`src/rtl/mult_seq_ctrl.sv`:
```
// Sequential shift-and-add multiplier: one partial-product row per cycle, valid/ready on both sides.
// Optional macro APPROX_TRUNC_EN skips rows 0 and 1 (approximate product, shorter latency).
module mult_seq_ctrl #(
   parameter int WIDTH = 6
) (
   input  logic                 clk,
   input  logic                 rst_n,
   input  logic                 in_valid,
   output logic                 in_ready,
   input  logic [WIDTH-1:0]     x,
   input  logic [WIDTH-1:0]     y,
   output logic                 out_valid,
   input  logic                 out_ready,
   output logic [2*WIDTH-1:0]   p,
   output logic                 busy
);

   localparam int PW = 2 * WIDTH;
   localparam int CW = $clog2(WIDTH + 1);
   localparam logic [CW-1:0] LAST_ROW = CW'(WIDTH - 1);
`ifdef APPROX_TRUNC_EN
   localparam logic [CW-1:0] FIRST_ROW = CW'(2);
`else
   localparam logic [CW-1:0] FIRST_ROW = CW'(0);
`endif

   typedef enum logic [1:0] {
      IDLE = 2'd0,
      RUN  = 2'd1,
      DONE = 2'd2
   } state_t;

   state_t            state_q, state_d;
   logic [WIDTH-1:0]  x_q, x_d;
   logic [WIDTH-1:0]  y_q, y_d;
   logic [PW-1:0]     acc_q, acc_d;
   logic [CW-1:0]     cnt_q, cnt_d;
   logic              in_ready_q, in_ready_d;
   logic              out_valid_q, out_valid_d;
   logic              busy_q, busy_d;
   logic [PW-1:0]     p_q, p_d;

   // Partial-product row: multiplicand gated by one multiplier bit, aligned to its weight.
   function automatic logic [PW-1:0] row_term(input logic [WIDTH-1:0] a,
                                              input logic             sel,
                                              input logic [CW-1:0]    sh);
      row_term = {{WIDTH{1'b0}}, (a & {WIDTH{sel}})} << sh;
   endfunction

   // Next-state, datapath and next-output logic.
   always_comb begin
      state_d = state_q;
      x_d     = x_q;
      y_d     = y_q;
      acc_d   = acc_q;
      cnt_d   = cnt_q;
      case (state_q)
         IDLE: begin
            if (in_valid) begin
               x_d     = x;
               y_d     = y;
               acc_d   = {PW{1'b0}};
               cnt_d   = FIRST_ROW;
               state_d = RUN;
            end else begin
               state_d = IDLE;
            end
         end
         RUN: begin
            acc_d = acc_q + row_term(x_q, y_q[cnt_q], cnt_q);
            cnt_d = cnt_q + CW'(1);
            if (cnt_q == LAST_ROW) begin
               state_d = DONE;
            end else begin
               state_d = RUN;
            end
         end
         DONE: begin
            if (out_ready) begin
               state_d = IDLE;
            end else begin
               state_d = DONE;
            end
         end
         default: begin
            state_d = IDLE;
         end
      endcase

      // Outputs are registered from the next state so they change cleanly on the edge.
      in_ready_d  = (state_d == IDLE);
      out_valid_d = (state_d == DONE);
      busy_d      = (state_d == RUN) || (state_d == DONE);
      if (state_d == DONE) begin
         p_d = acc_d;
      end else begin
         p_d = {PW{1'b0}};
      end
   end

   // State, operand, accumulator and output registers.
   always_ff @(posedge clk or negedge rst_n) begin
      if (!rst_n) begin
         state_q     <= IDLE;
         x_q         <= {WIDTH{1'b0}};
         y_q         <= {WIDTH{1'b0}};
         acc_q       <= {PW{1'b0}};
         cnt_q       <= {CW{1'b0}};
         in_ready_q  <= 1'b1;
         out_valid_q <= 1'b0;
         busy_q      <= 1'b0;
         p_q         <= {PW{1'b0}};
      end else begin
         state_q     <= state_d;
         x_q         <= x_d;
         y_q         <= y_d;
         acc_q       <= acc_d;
         cnt_q       <= cnt_d;
         in_ready_q  <= in_ready_d;
         out_valid_q <= out_valid_d;
         busy_q      <= busy_d;
         p_q         <= p_d;
      end
   end

   assign in_ready  = in_ready_q;
   assign out_valid = out_valid_q;
   assign busy      = busy_q;
   assign p         = p_q;

endmodule

```
`config.mk`:
```
export PLATFORM = sky130hd
export DESIGN_NAME = mult_seq_ctrl
export DESIGN_NICKNAME = d
export VERILOG_FILES = /design/src/rtl/mult_seq_ctrl.sv
export SDC_FILE = /design/constraint.sdc
export NUM_CORES = 1
export LEC_CHECK = 0
export CAP_MARGIN = 20
export CORE_UTILIZATION = 50
export DETAILED_ROUTE_END_ITERATION = 8
export PLACE_DENSITY = 0.69
export SYNTH_ARGS = -nofsm -noshare
export SYNTH_HDL_FRONTEND = slang
export SYNTH_SLANG_ARGS = --single-unit
```
`constraint.sdc`:
```
create_clock -name clk -period 5 [get_ports clk]
set_input_delay 1 -clock clk [delete_from_list [all_inputs] [get_ports clk]]
set_output_delay 1 -clock clk [all_outputs]
set_load 0.02 [all_outputs]
```
Word level (Yosys, flattened, before mapping)
Index checks and enable logic that the tools add are counted.

storage, ports and cells
  bits in registers = 44
  bits in latches = 0
  RAM bits = 0
  bits in read-only memories = 0
  input port bits = 16
  output and inout bits = 15
  word-level logic and storage cells = 37
  memories kept = 0

cells by class
  $add $sub $neg = 2
  multiply operators = 0
  divide/modulo/power cells = 0
  order comparisons = 1
  equal/unequal tests = 6
  shift-type cells = 1
  muxes and demuxes = 11
  bitwise gates (word level) = 1
  reduce and logical (&&, ||, !) cells = 6

operator list
  cell                   count
  $mux W12               2
  $pmux W12 S2           1
  $add A12 B12 Y12       1
  $shl A6 B3 Y12         1
  $and A6 B6 Y6          1
  $pmux W2 S3            1
  $pmux W3 S2            1
  $eq A2 B1 Y1 const B   2
  $eq A2 B2 Y1 const B   2
  $logic_not A2 Y1       2
  $lt A3 B4 Y1 const B   1
  $mux W2                2
  $reduce_and A2 Y1      2
  $add A3 B1 Y3 const B  1
  $bmux W1 S3            1
  $eq A3 B3 Y1 const B   1
  $mux W3                1
  $mux W1                2
  $ne A2 B2 Y1 const B   1
  $reduce_bool A2 Y1     1
  $logic_or A1 B1 Y1     1

Depth between registers and ports, before layout
Gate-level depths: netlist (run 1).

  depth after elaboration = 7
  depth in mapped cells = 13

Worst setup path before layout (run 1)
Ideal clock, no wire load.

  path kind = reg-to-reg
  start point = register cnt_q[0]
  end point = register p_q[9] (netlist: p[9])
  arrival = 2.690 ns
  required time = 4.881 ns
  path slack = 2.191 ns
  cell stages (with the launch flop) = 11
  buffers on the path = 0
  clock period less this slack = 2.809 ns
  cells stage by stage = dfrtp_1 mux4_2 nand2_1 a21boi_2 a211oi_1 ha_1 a211o_1 o2111ai_1 and3_1 o31ai_4 and2_1

on the way
  word-level cells in the longest chain between the ends = 7
  elaborated cells between the ends (all ways) = 11

ends and longest elaborated chain
  item                           RTL line  text
  from (decl)                    37        logic [CW-1:0] cnt_q, cnt_d;
  from (signal assigned)         108       cnt_q <= {CW{1'b0}};
  from (signal assigned)         118       cnt_q <= cnt_d;
  $bmux W1 S3                    70        acc_d = acc_q + row_term(x_q, y_q[cnt_q], cnt_q);
  $mux W1 (implied by the code)  70
  $and A6 B6 Y6                  47        row_term = {{WIDTH{1'b0}}, (a & {WIDTH{sel}})} << sh;
  $shl A6 B3 Y12 (*)             47
  $add A12 B12 Y12 (*)           70
  $pmux W12 S2 (*)               57        case (state_q)
  net acc_d[9]                   36        logic [PW-1:0] acc_q, acc_d;
  $mux W12 (*)                   94        if (state_d == DONE) begin
  net p_d[9]                     41        logic [PW-1:0] p_q, p_d;
  to (signal assigned)           112       p_q <= {PW{1'b0}};
  to (signal assigned)           122       p_q <= p_d;
  to (decl)                      41

Mark *: on every way through the listed nets, which the timed path passes. The rest lies on a longest branch. The select of a mux whose other input is x is not followed.
A chain may end at the register's enable or synchronous reset.

Worst setup path after layout (run 1)
Ends and elaborated chain as after synthesis.

==> impl_metrics.yaml, run 1 <==
outcome:
  status: "complete, no violations"
worst_hold_path:
  hold_class: "reg2reg"
sta:
  hold_viol_final: 0
  setup_viol: 0
  rsz0062_at_grt: "false"
  fin_crit_ps: 3280
  tns_ps: 0
  postLayoutSetupSlackWorst_ps: 1720
  fin_skew_ps: 4.90
  report.final.slew_viol_count: 0
  relSlewSlack_pct: 37.4
  fmax_mhz: 305
  min_period_over_period_pct: 65.6
  worst_pin_slew_ps: 939
finish:
  final_cell_area_um2: 2840
  mostFrequentLayoutCell: "dfrtp_1"
  seqCellArea_um2: 1100
  n_antenna_cell: 0
  drive_above_1_share_pct: 14.4
  multi_input_area_um2: 1250
  fill_cells: 380
  stdcell_count: 309
  final_cell_mix: "dfrtp_1 (43), clkdlybuf4s50_1 (29), nand2_1 (20), mux2_2 (17)"
  area_delta_synth_final_pct: 17.1
  nets: 289
yosys:
  synth_area_leaders: "dfrtp_1 (44%), ha_1 (8.3%), mux2_2 (7.9%)"
  yosysUniqueCellTypes: 46
  synth_ff_type: "dfrtp_1"
  netlist.top_cell.by_area: "dfrtp_1"
  ys_async_sr_fraction_pct: 100
  synth_warnings: 0
  syn_area_um2: 2420
  synth-seq-cells: 44
  syn-instance-count: 227
  synth_area_per_cell_um2: 10.7
  synth-edff-count: 0
  yosysTopAreaCellShare_pct: 44.4
  syn-num-nets: 260
  ys_seq_area_share_pct: 45.5
pwr:
  powerDensity_nw_per_um2: 618
  max-vdd-ir-drop_mv: 0.309
  p_leak_nw: 1.29
place:
  place_ws_ps: 1740
  placed_cells: 301
  gp_congestion: 0.844
  dp_hpwl_um: 3160
  io_buffers: 30
  place_area_um2: 2750
clocking:
  post_cts_buffers: 0
  h-tree-depth: 2
  clock_sinks: 44
  cts.reportedPaths.clkPinSlew_ps: 80
  cts_hold_buf: 0
  cts_buffers: 5
  clk_latency_ps: 300
  cts_tree: "yes"
  clockBufferDepth: 2
  root_buffer: "clkbuf_8"
  cts-resized-gates: 0
drt:
  drt_wl_total_um: 4330
  drtAntennaViolNets: 0
  route.detailed.drc: 0
  via_per_inst: 5.57
  drtPass1Iterations: 4
  vias: 1720
  drt-initial-drc-count: 74
  wl_per_cell_um: 14.0
worst_setup_path:
  setup.worst_path.start: "cnt_q[0]"
  reg2reg_depth: 10
  reg2reg_from: "cnt_q[0]"
  crit_end: "p[9]"
  cp-end-kind: "flop"
  arrival_ps: 3470
  r2r_end: "p[9]"
  cp_max_fo: 16
  critPathRequiredTime_ps: 5200
  r2r_slack_ps: 1720
  critPathLaunchType: "flop"
  worstSetupPathType: "reg2reg"
die:
  coreArea_um2: 4500
  die-area_um2: 5130
  ios: 31
  die_w_um: 71.6
  die_h_um: 71.6
  rows: 24
  initial_core_util_pct: 53.8
grt:
  grt_use_met1_pct: 25.1
  grt_start_max_net_pins: 45
  grt_pass1_vias: 1659
  overflow: 0
  antenna_found_initial: 0
  grt_pass1_wl_um: 7740
  grt_use_total_pct: 19.6
  top_usage_layer: "met2"
  grtUsageMet2_pct: 32.3
  use_met3_pct: 4.22
run:
  cap_violations: 0
power by group:
part	internal, mW	switching (mW)	total (mW)
Clock	0.110	0.118	0.228
Sequential	0.482	0.127	0.609
Combinational	0.429	0.487	0.916
Total	1.02	0.732	1.75
cell type report:
type | instances | area share [%]
Inverter | 6 | 0.794
Sequential cell | 44 | 38.8
Clock buffer | 6 | 2.91
Clock inverter | 2 | 0.353
Tap cell | 52 | 2.29
Multi-Input combinational cell | 168 | 44.1
Timing Repair Buffer | 31 | 10.7
state kept, by name (all words and copies together), names as in the netlist:
name and flops:
acc_q 12, busy 1, p 12, x_q 6
in_ready 1, state_q 2, y_q 6, cnt_q 3
out_valid 1
routing by layer:
metal	part of all wire (%)	wire length, um
met3	3.2	139
met5	0	0
met4	2.2	95
met2	47	2020
met1	48	2080
synth_stat cells (all sizes together) (4+ instances only):
cell type  number
xor2            4
and3            5
mux2           17
dfrtp          43
o21ai          17
and2           13
nand2          20
clkbuf          7
ha             16
nor2           16
a21oi          13
xnor2           4
inv             6
worst min path at each step:
stage	startpoint	endpoint	slack (ps)	cells after the start
2_1_floorplan	y_q[5]	y_q[5]	470	1
3_3_place_gp	y_q[5]	y_q[5]	500	1
3_5_place_dp	y_q[5]	y_q[5]	500	1
4_1_cts	y_q[5]	y_q[5]	510	1
5_1_grt	y_q[5]	y_q[5]	540	1
6_report	y_q[5]	y_q[5]	520	1
metrics by stage:
step / utilization, % / power, mW / hold WS, ps
global route: 63.0 / 1.92 / 543
detailed placement: 60.9 / 1.53 / 496
floorplan: - / 1.33 / 475
finish: 63.0 / 1.75 / 516
global placement: 60.9 / 1.51 / 503
CTS: 63.0 / 1.76 / 515
critical path: stages, from the launching register on:
cell and delay [ps]:
dfrtp_1 690, mux4_2 580, nand2_1 100, a21boi_2 270
a211oi_1 100, ha_1 370, a211o_1 350, o2111ai_1 240
and3_1 240, o31ai_4 80, and2_1 170
cell families after synthesis:
logic type,after synthesis,share of synthesized area (%)
AND/OR/NAND/NOR,66,13.5
flip-flops,44,45.5
AO/OA/AOI/OAI,56,16.2
buffers and inverters,15,2.84
multiplexers,21,10.1
adder cells (fa/ha/maj),17,9.09
XOR/XNOR,8,2.89
No activity file was read; power rests on OpenSTA's default activity.
==> run 2, diff against run 1 <==
--- a/config.mk
+++ b/config.mk
@@ -8,7 +8,7 @@
 export CAP_MARGIN = 20
 export CORE_UTILIZATION = 50
 export DETAILED_ROUTE_END_ITERATION = 8
-export PLACE_DENSITY = 0.69
+export PLACE_DENSITY = 0.72
 export SYNTH_ARGS = -nofsm -noshare
 export SYNTH_HDL_FRONTEND = slang
 export SYNTH_SLANG_ARGS = --single-unit
==> constraint.sdc (replaced) <==
create_clock -name clk -period 2.88 [get_ports clk]
set_input_delay 0.576 -clock clk [delete_from_list [all_inputs] [get_ports clk]]
set_output_delay 0.576 -clock clk [all_outputs]
set_load 0.02 [all_outputs]
==> run 2 against run 1 <==
Final cell count increased by 4.5%. Largest power group unchanged. Clock skew increased by 0.95 ps. Sequential power increased by 66%. Register-to-register slack got worse by 1700 ps. Largest cell class unchanged. Clock power increased to 2.9 times the previous value. Hold slack got worse by 110 ps. First-iteration DRC count increased by 76%. Global-route usage increased by 1.5 points.
==> impl_metrics.yaml, run 2 (same netlist as run 1, synthesis figures left out) <==
sta:
  tns_ps: 0
  worst_pin_slew_ps: 931
  fin_skew_ps: 5.85
  hold_viol_final: 0
  fmax_mhz: 355
  fin_crit_ps: 2820
  rsz0062_at_grt: "true"
  min_period_over_period_pct: 97.8
  report.final.slew_viol_count: 0
  relSlewSlack_pct: 38.0
  setup_viol: 0
clocking:
  clockBufferDepth: 2
  clock_sinks: 44
  clk_latency_ps: 300
  cts_hold_buf: 0
  cts.reportedPaths.clkPinSlew_ps: 80
  h-tree-depth: 2
  cts_buffers: 5
  root_buffer: "clkbuf_8"
  cts_tree: "yes"
grt:
  antenna_found_initial: 0
  grt_use_total_pct: 21.1
  grt_pass1_vias: 1774
  grt_pass1_wl_um: 8340
  grt_start_max_net_pins: 45
  overflow: 0
drt:
  wl_per_cell_um: 14.9
  drtAntennaViolNets: 0
  vias: 1783
  route.detailed.drc: 0
  drtPass1Iterations: 4
  drt_wl_total_um: 4820
  via_per_inst: 5.52
  drt-initial-drc-count: 130
worst_setup_path:
  path_buf_inv: 1
  critical_path.max_stage_delay_ps: 530
  cp_slowest_cell: "mux4_2"
  arrival_ps: 3010
  cp_max_fo: 5
  cp_cell_sequence: "mux4_2 -> nand2_2 -> a21boi_4 -> a211oi_2 -> ha_1 -> buf_4 -> o21a_1 -> nor2_1 -> a31oi_2 -> a21oi_2 -> a221o_1 -> and3_1"
  critPathTopFamily: "compound AO/OA/AOI/OAI gates"
  cp-end-kind: "flop"
  critPathLaunchType: "flop"
  critPathRequiredTime_ps: 3080
  worstSetupPathType: "reg2reg"
finish:
  area_delta_synth_final_pct: 27.9
  final_cell_mix: "dfrtp_1 (43), clkdlybuf4s50_1 (29), nand2_1 (19), mux2_2 (17)"
  mostFrequentLayoutCell: "dfrtp_1"
  nets: 303
  drive_above_1_share_pct: 24.4
  n_antenna_cell: 0
  fin_util_pct: 68.8
  stdcell_count: 323
die:
  coreArea_um2: 4500
  rows: 24
  initial_core_util_pct: 53.8
  ios: 31
  die_w_um: 71.6
  die_h_um: 71.6
  die-area_um2: 5130
pwr:
  p_int_mw: 2.25
  powerDensity_nw_per_um2: 1190
  p_leak_nw: 1.41
  p_switching_mw: 1.43
  clockPowerShare_pct: 17.6
  max-vdd-ir-drop_mv: 0.615
  pwr-share-seq_pct: 27.4
  switching_share_pct: 39.0
  p_comb_share_pct: 55.0
place:
  placed_cells: 312
  gp_congestion: 0.877
  dp_hpwl_um: 3450
  io_buffers: 30
run:
  cap_violations: 0
worst_hold_path:
  hold_class: "in2async"
outcome:
  status: "complete, no violations"
==> run 2: cell types whose count changed in the layout (fill, tap and decap cells not counted), moves of 2 or more <==
cell	delta
nor2_2	+4
buf_4	+13
a21oi_2	+2
nor2_1	-4
ha_4	+2
ha_1	-2
a21oi_1	-2
clkinv_2	-2
bufinv_16	+3
==> run 2: per-layer routing <==
metal,track usage [%],routed length [um],up-vias
li1,-,-,888
met1,28.2,2260,841
met3,3.23,153,8
met2,34.5,2320,46
met5,0,0,-
met4,8.93,87,0
==> run 2: through the flow <==
step	power [mW]	setup WS (ps)	area [um2]	hold slack, ps
floorplan	2.31	70.9	2420	280
global placement	2.76	61.9	2830	495
detailed placement	2.79	28.7	2830	505
CTS	3.47	1.09	2990	442
global route	3.97	-95.6	3100	508
finish	3.68	63.6	3100	405
==> run 2: path summary, 6_finish.rpt <==
check,startpoint,to,slack [ps],depth (start not counted)
max,cnt_q[0],p[10],60,12
min,rst_n,busy,400,1
max reg2reg,cnt_q[0],p[10],60,12
min reg2reg,y_q[3],y_q[3],520,1
max in group asynchronous,rst_n,x_q[4],1890,1
min in group clk,y_q[3],y_q[3],520,1
==> run 2: timing repair <==
item,CTS,global route
buffers inserted,0,3
endpoints found under the setup margin,1,10
hold endpoints to repair,0,0
resized for setup,1,20
pin swaps,0,18
==> run 2: power groups by stage <==
stage	clock, mW	combinational [mW]	sequential (mW)
final	0.650	2.02	1.01
after global routing	0.683	2.25	1.04
after CTS	0.660	1.81	1.00
after detailed placement	0	1.78	1.01
after global placement	0	1.76	0.998
after floorplan	0	1.33	0.982
==> run 2: final cells by class <==
class,instances,area [um2]
Fill cell,337,1410
Inverter,6,22.5
Clock inverter,3,90.1
Sequential cell,44,1100
Multi-Input combinational cell,168,1340
Clock buffer,5,68.8
Timing Repair Buffer,45,412
Tap cell,52,65.1
==> run 2: worst reg2reg max path, delay by kind of cell, from the launching register on <==
| kind | cells | cell delay [ps] |
|---|---|---|
| AOI/OAI and AO/OA | 6 | 1030 |
| adders and majority gates | 1 | 330 |
| buffers and inverters | 1 | 130 |
| DFF | 1 | 390 |
| muxes | 1 | 530 |
| and+or+nand+nor | 3 | 300 |
